===== src/rtl/scan_ctrl_7x64.sv =====
// scan_ctrl_7x64: walks the display bank of a double-buffered 7x64 framebuffer and
// serialises each word MSB-first onto an LED driver chain, latching after every word.
module scan_ctrl_7x64 #(
    parameter int FRAME_WORDS = 64,
    parameter int CLK_DIV     = 2,
    parameter int LATCH_LEN   = 4
) (
    input  logic        clk_i,
    input  logic        rst_i,
    input  logic        enable_i,
    input  logic        swap_req_i,
    output logic [6:0]  addrb_o,
    input  logic [63:0] dob_i,
    output logic        sdata_o,
    output logic        sclk_o,
    output logic        slatch_o,
    output logic        disp_bank_o,
    output logic        swap_ack_o,
    output logic        frame_done_o
);
    localparam int DW = $clog2(2 * CLK_DIV) + 1;
    localparam int LW = $clog2(LATCH_LEN) + 1;
    localparam logic [DW-1:0] DIV_HI    = DW'(CLK_DIV - 1);
    localparam logic [DW-1:0] DIV_LAST  = DW'(2 * CLK_DIV - 1);
    localparam logic [LW-1:0] LAT_LAST  = LW'(LATCH_LEN - 1);
    localparam logic [5:0]    LAST_WORD = 6'(FRAME_WORDS - 1);

    typedef enum logic [2:0] {IDLE, FETCH, LOAD, SHIFT, LATCH, EOF} state_t;

    state_t        state_q;
    logic [63:0]   shreg_q;
    logic [5:0]    word_q;
    logic [5:0]    bit_q;
    logic [DW-1:0] div_q;
    logic [LW-1:0] lat_q;
    logic          sclk_q;
    logic          slatch_q;
    logic          bank_q;
    logic          ack_q;
    logic          done_q;

    always_ff @(posedge clk_i or posedge rst_i) begin
        if (rst_i) begin
            state_q  <= IDLE;
            shreg_q  <= '0;
            word_q   <= '0;
            bit_q    <= '0;
            div_q    <= '0;
            lat_q    <= '0;
            sclk_q   <= 1'b0;
            slatch_q <= 1'b0;
            bank_q   <= 1'b0;
            ack_q    <= 1'b0;
            done_q   <= 1'b0;
        end else begin
            ack_q  <= 1'b0;
            done_q <= 1'b0;
            case (state_q)
                IDLE:  if (enable_i) state_q <= FETCH;
                FETCH: state_q <= LOAD;
                LOAD: begin
                    shreg_q <= dob_i;
                    bit_q   <= '0;
                    div_q   <= '0;
                    sclk_q  <= 1'b0;
                    state_q <= SHIFT;
                end
                SHIFT: begin
                    // the fully shifted-out register is all zero, so sdata idles low
                    if (div_q == DIV_LAST) begin
                        shreg_q <= {shreg_q[62:0], 1'b0};
                        bit_q   <= bit_q + 6'd1;
                        div_q   <= '0;
                        sclk_q  <= 1'b0;
                        if (bit_q == 6'd63) begin
                            slatch_q <= 1'b1;
                            lat_q    <= '0;
                            state_q  <= LATCH;
                        end
                    end else begin
                        div_q  <= div_q + 1'b1;
                        sclk_q <= div_q >= DIV_HI;
                    end
                end
                LATCH: begin
                    if (lat_q == LAT_LAST) begin
                        slatch_q <= 1'b0;
                        if (word_q == LAST_WORD) begin
                            done_q  <= 1'b1;
                            state_q <= EOF;
                        end else begin
                            word_q  <= word_q + 6'd1;
                            state_q <= enable_i ? FETCH : IDLE;
                        end
                    end else begin
                        lat_q <= lat_q + 1'b1;
                    end
                end
                EOF: begin
                    // the ack is visible in the first cycle the new bank is displayed
                    word_q  <= '0;
                    bank_q  <= bank_q ^ swap_req_i;
                    ack_q   <= swap_req_i;
                    state_q <= enable_i ? FETCH : IDLE;
                end
                default: state_q <= IDLE;
            endcase
        end
    end

    assign addrb_o      = {bank_q, word_q};
    assign sdata_o      = shreg_q[63];
    assign sclk_o       = sclk_q;
    assign slatch_o     = slatch_q;
    assign disp_bank_o  = bank_q;
    assign swap_ack_o   = ack_q;
    assign frame_done_o = done_q;
endmodule


===== config.mk =====
export PLATFORM = sky130hd
export DESIGN_NAME = scan_ctrl_7x64
export DESIGN_NICKNAME = d
export VERILOG_FILES = /design/src/rtl/scan_ctrl_7x64.sv
export SDC_FILE = /design/constraint.sdc
export NUM_CORES = 1
export LEC_CHECK = 0
export ABC_AREA = 0
export BUFFER_PORTS_ARGS = -buffer_cell sky130_fd_sc_hd__buf_2
export CORE_MARGIN = 2
export CORE_UTILIZATION = 60
export CTS_CLUSTER_SIZE = 14
export DETAILED_ROUTE_END_ITERATION = 12
export HOLD_SLACK_MARGIN = 0.12
export PLACE_DENSITY_LB_ADDON = 0.05
export REMOVE_ABC_BUFFERS = 1
export SLEW_MARGIN = 20
export SYNTH_ARGS = -nofsm -noshare
export SYNTH_HDL_FRONTEND = slang
export SYNTH_SLANG_ARGS = --single-unit

===== constraint.sdc =====
create_clock -name clk_i -period 5.5 [get_ports clk_i]
set_input_delay 1.1 -clock clk_i [delete_from_list [all_inputs] [get_ports clk_i]]
set_output_delay 1.1 -clock clk_i [all_outputs]
set_load 0.01 [all_outputs]

==> results.txt <==
The critical register-to-register path endpoint is shreg_q[18]$_DFFE_PP0P_. The number of post-CTS setup repair buffers came out at 0. The die height came out at about 90 µm.

The tree is rooted in a sky130_fd_sc_hd__clkbuf_8. TritonCTS built the clock tree. The largest vdd supply drop came out at about 0.13 mV. At the pin with the least slew margin, the transition time is 0.930 ns. The starting density of the core came out at 0.623. TritonCTS created 9 clock buffers. The count of warnings emitted by yosys is 0. The largest individual stage delay along the critical path comes from the cell sky130_fd_sc_hd__dfrtp_1. Summing over every cut layer, the via total after detailed routing is 3534. The area growth from synthesis to layout is 13.3%. The net count reported at finish came out at between 600 and 700. The total global-route track usage is 0.239. The startpoint identified for the worst hold timing path is sclk_o$_DFFE_PP0P_. The number of maximum-capacitance constraint violations came out at 0. The setup violation total in the final timing report came out at 0. The standard cell core area came out at between 6000 and 7000 µm².

The final sum of negative setup slack came out at 0 ns. The critical path in this run is classified as reg -> reg. The final design area excluding fillers came out at between 4000 and 5000 µm². Synthesis instantiated 43 different standard cells from the library. The post-synthesis adder-cell area fraction came out at 0.0176. The sequential element share of the synthesized area came out at 0.529. The clock arrives with between 0.015 and 0.02 ns of skew. The die is around 90 µm wide. The xor and xnor fraction of the mapped netlist area is 0.0103. Data on the critical path arrives at its endpoint at 2.54 ns. The signal on the critical path passes through inv_1, nor2_4, buf_4, nand2_1, a31oi_1. Of the total synthesized cell area, the portion taken by AND, OR, NAND and NOR gates is 0.235. The ratio of final minimum period to clock period came out at 0.411. STA classifies the critical path endpoint as a register. In this run the worst path has a maximum fanout of 65. The first global-routing pass estimated 14.5 mm of wire. The site row count is 30. The final hold violation count is 0.

The multiplexer share of the synthesized area came out at 0.00970. The power per standard cell area came out at around 240 nW/µm². The number of fillers in the final layout is about 600.

In this design, the stage delay of the slowest critical-path cell is roughly 0.85 ns. After detailed routing, the number of vias per cell comes to around 5.4. The placed standard-cell area is 4640 µm². The antenna diode count is 0.

The area fraction in compound gates after synthesis came to 0.152. The maximum clock frequency came out at 442 MHz. The hold-fix buffer count after cts is 0. The cell area after technology mapping is ~4300 µm². The routability-driven placement congestion ratio came out at approximately 0.8.

The number of sinks handled by clock tree synthesis came out at 90. The cell depth of the worst hold path is 2. The register bit count reported by yosys is 90.

The sort of element at the start of the critical path is a register. The dominant register cell in the synthesized netlist is sky130_fd_sc_hd__dfrtp_1. The aggregate global routing overflow came out at 0. Headroom to the max-slew limit came out at 0.379. The average wire length per cell after detail routing came out at around 13 µm. The path class of the tightest hold or removal check is reg -> reg.

The count of flip-flops with a built-in enable after synthesis is 0. The DRC violation total after the first TritonRoute iteration came out at approximately 260. The shortest period the worst path allows is roughly 2.3 ns.

The fraction of final layout cells sized beyond drive strength 1 came out at 0.188. The clock edge transition at the registers on the reported setup and hold paths is 0.09 ns. The count of antenna-violating nets left after detailed routing is 0. The number of cells on the worst reg-to-reg path is 5. The routed wire length is about 8.6 mm. After legalization and detailed placement, the total HPWL measured around 5.4 mm. The number of gates resized after cts came out at 0. The final-report max-slew violation count came out at 0. The floorplan die area is between 7000 and 8000 µm². The number of remaining DRC errors came out at 0. At the worst endpoint, the required time is just under 6 ns. The tightest hold margin is just under 0.5 ns. For hold timing, the worst endpoint is sclk_o$_DFFE_PP0P_. The startpoint of the lowest-slack register-to-register path is state_q[0]$_DFFE_PP0P_.

CTS built an H-tree with a depth of 3. The number of global-route vias before repair came out at between 3k and 4k. The worst reg-to-reg setup slack is roughly 3.2 ns. Setup repair after global routing left no endpoint under its margin. For this run, asynchronously set or reset flops after synthesis account for 1.00. The overall power consumption is between 1000 and 1500 µW. No sink is reached through more buffers than the 2 on the longest clock path. Synthesis produced a netlist whose cell count is ~500. The I/O pin count came out at between 80 and 90. The flow ran to the end, and the final reports show no timing, DRC or antenna violations. The initial antenna violation count came out at 0. For this run, the detailed router's first-pass iteration total came to 4. The static leakage power came out at around 0.0024 µW. In this run the mean area of a mapped cell was 8.58 µm². In this run the tool buffered the top-level ports with 80 buffer cells.

The insertion delay of the later-clocked pin in the worst-skew pair came out at between 0.3 and 0.4 ns. After synthesis, the largest family of logic cells by area is simple AND/OR/NAND/NOR gates. Entering global routing, the biggest net connects between 100 and 150 pins.
-- through the flow --
stage | util | cells | worst slack [ns]
2_1_floorplan | - | 459 | 2.06
3_3_place_gp | 0.680 | 639 | 3.15
3_5_place_dp | 0.680 | 639 | 3.10
4_1_cts | 0.706 | 654 | 3.09
5_1_grt | 0.706 | 654 | 3.02
6_report | 0.706 | 654 | 3.24
-- worst max path at each step --
stage                                      start                       to  slack, ns  depth (start not counted)
after floorplan                            rst_i     bit_q[0]$_DFFE_PP0P_       2.06                          1
after global placement                     rst_i     div_q[0]$_DFFE_PP0P_       3.15                          3
after detailed placement  state_q[2]$_DFFE_PP0P_  shreg_q[38]$_DFFE_PP0P_       3.10                          4
after CTS                 state_q[2]$_DFFE_PP0P_  shreg_q[38]$_DFFE_PP0P_       3.09                          4
after global routing      state_q[0]$_DFFE_PP0P_  shreg_q[42]$_DFFE_PP0P_       3.02                          5
final                     state_q[0]$_DFFE_PP0P_  shreg_q[18]$_DFFE_PP0P_       3.24                          5
-- critical path, delay by kind of cell (launching register included) --
family / cells / cell delay (ns)
AOI/OAI and AO/OA: 1 / 0.19
DFF: 1 / 0.85
buffers and inverters: 2 / 0.83
and+or+nand+nor: 2 / 0.29
-- cell families after synthesis --
family | after synthesis
AOI/OAI and AO/OA | 98
xor gates and xnor gates | 5
adders and majority gates | 6
buffers and inverters | 44
DFF | 90
muxes | 4
and+or+nand+nor | 249
-- where the power goes --
group	internal, µW	switching, µW	leakage (µW)	total, µW
registers	681	10.5	0.00110	691
clock network	187	232	0.0000951	419
logic	28.1	29.7	0.00116	57.8
-- cell type report --
type | count | area, µm² | area share
flip-flops and latches | 90 | 2250 | 0.467
multi-input cells | 362 | 1810 | 0.376
repair buffers | 84 | 434 | 0.0900
clock buffers | 11 | 151 | 0.0314
well taps | 96 | 120 | 0.0249
clock inverters | 4 | 27.5 | 0.00570
inverters | 7 | 27.5 | 0.00570
-- sequential cells by signal, summed over array words and instances (netlist names) --
register and cells:
bit_q 6, disp_bank_o 1, div_q 3, frame_done_o 1, lat_q 3, sclk_o 1
shreg_q 64, slatch_o 1, state_q 3, swap_ack_o 1, word_q 6
-- metal layers --
metal	GRT usage	share of wire	vias up
met1	0.323	0.47	1666
met3	0.0494	0.045	10
met4	0.0785	0.015	0
met5	0	0	-
met2	0.389	0.47	78
li1	-	-	1780
-- cells in the final DEF, fill, tap and decap left out, types with 2 or more instances in the layout --
master and count:
sky130_fd_sc_hd__a21oi_1 2, sky130_fd_sc_hd__inv_1 6, sky130_fd_sc_hd__a211oi_1 2, sky130_fd_sc_hd__o211ai_1 2
sky130_fd_sc_hd__buf_4 3, sky130_fd_sc_hd__buf_2 80, sky130_fd_sc_hd__clkbuf_8 11, sky130_fd_sc_hd__xnor2_1 4
sky130_fd_sc_hd__nand2b_1 3, sky130_fd_sc_hd__nand3_1 4, sky130_fd_sc_hd__nor3b_1 2, sky130_fd_sc_hd__a31oi_1 64
sky130_fd_sc_hd__clkinv_2 3, sky130_fd_sc_hd__mux2i_1 3, sky130_fd_sc_hd__o21ai_0 13, sky130_fd_sc_hd__clkinv_4 2
sky130_fd_sc_hd__nor3_1 7, sky130_fd_sc_hd__nor2_1 78, sky130_fd_sc_hd__nor2b_1 2, sky130_fd_sc_hd__dfrtp_1 90
sky130_fd_sc_hd__ha_1 6, sky130_fd_sc_hd__nand2_1 143, sky130_fd_sc_hd__a22o_1 4
-- cell usage after synthesis (2+ instances only) --
cell type                  instances  share of area
sky130_fd_sc_hd__nand3_1           4         0.0047
sky130_fd_sc_hd__nand2b_1          3         0.0044
sky130_fd_sc_hd__a22o_1            4         0.0082
sky130_fd_sc_hd__a21oi_1           2         0.0024
sky130_fd_sc_hd__nor3_1            7         0.0082
sky130_fd_sc_hd__ha_1              6          0.018
sky130_fd_sc_hd__nor2_1           79          0.070
sky130_fd_sc_hd__o211ai_1          2         0.0035
sky130_fd_sc_hd__o21ai_0          13          0.015
sky130_fd_sc_hd__nand2_1         143           0.13
sky130_fd_sc_hd__buf_4             3         0.0053
sky130_fd_sc_hd__mux2i_1           3         0.0071
sky130_fd_sc_hd__a31oi_1          64          0.094
sky130_fd_sc_hd__nor3b_1           2         0.0035
sky130_fd_sc_hd__xnor2_1           4         0.0082
sky130_fd_sc_hd__a211oi_1          2         0.0035
sky130_fd_sc_hd__inv_1             7         0.0062
sky130_fd_sc_hd__dfrtp_1          90           0.53
sky130_fd_sc_hd__clkbuf_1         15          0.013
sky130_fd_sc_hd__nor2b_1           2         0.0029
sky130_fd_sc_hd__buf_2            19          0.022
(Power assumes the default switching activity.)
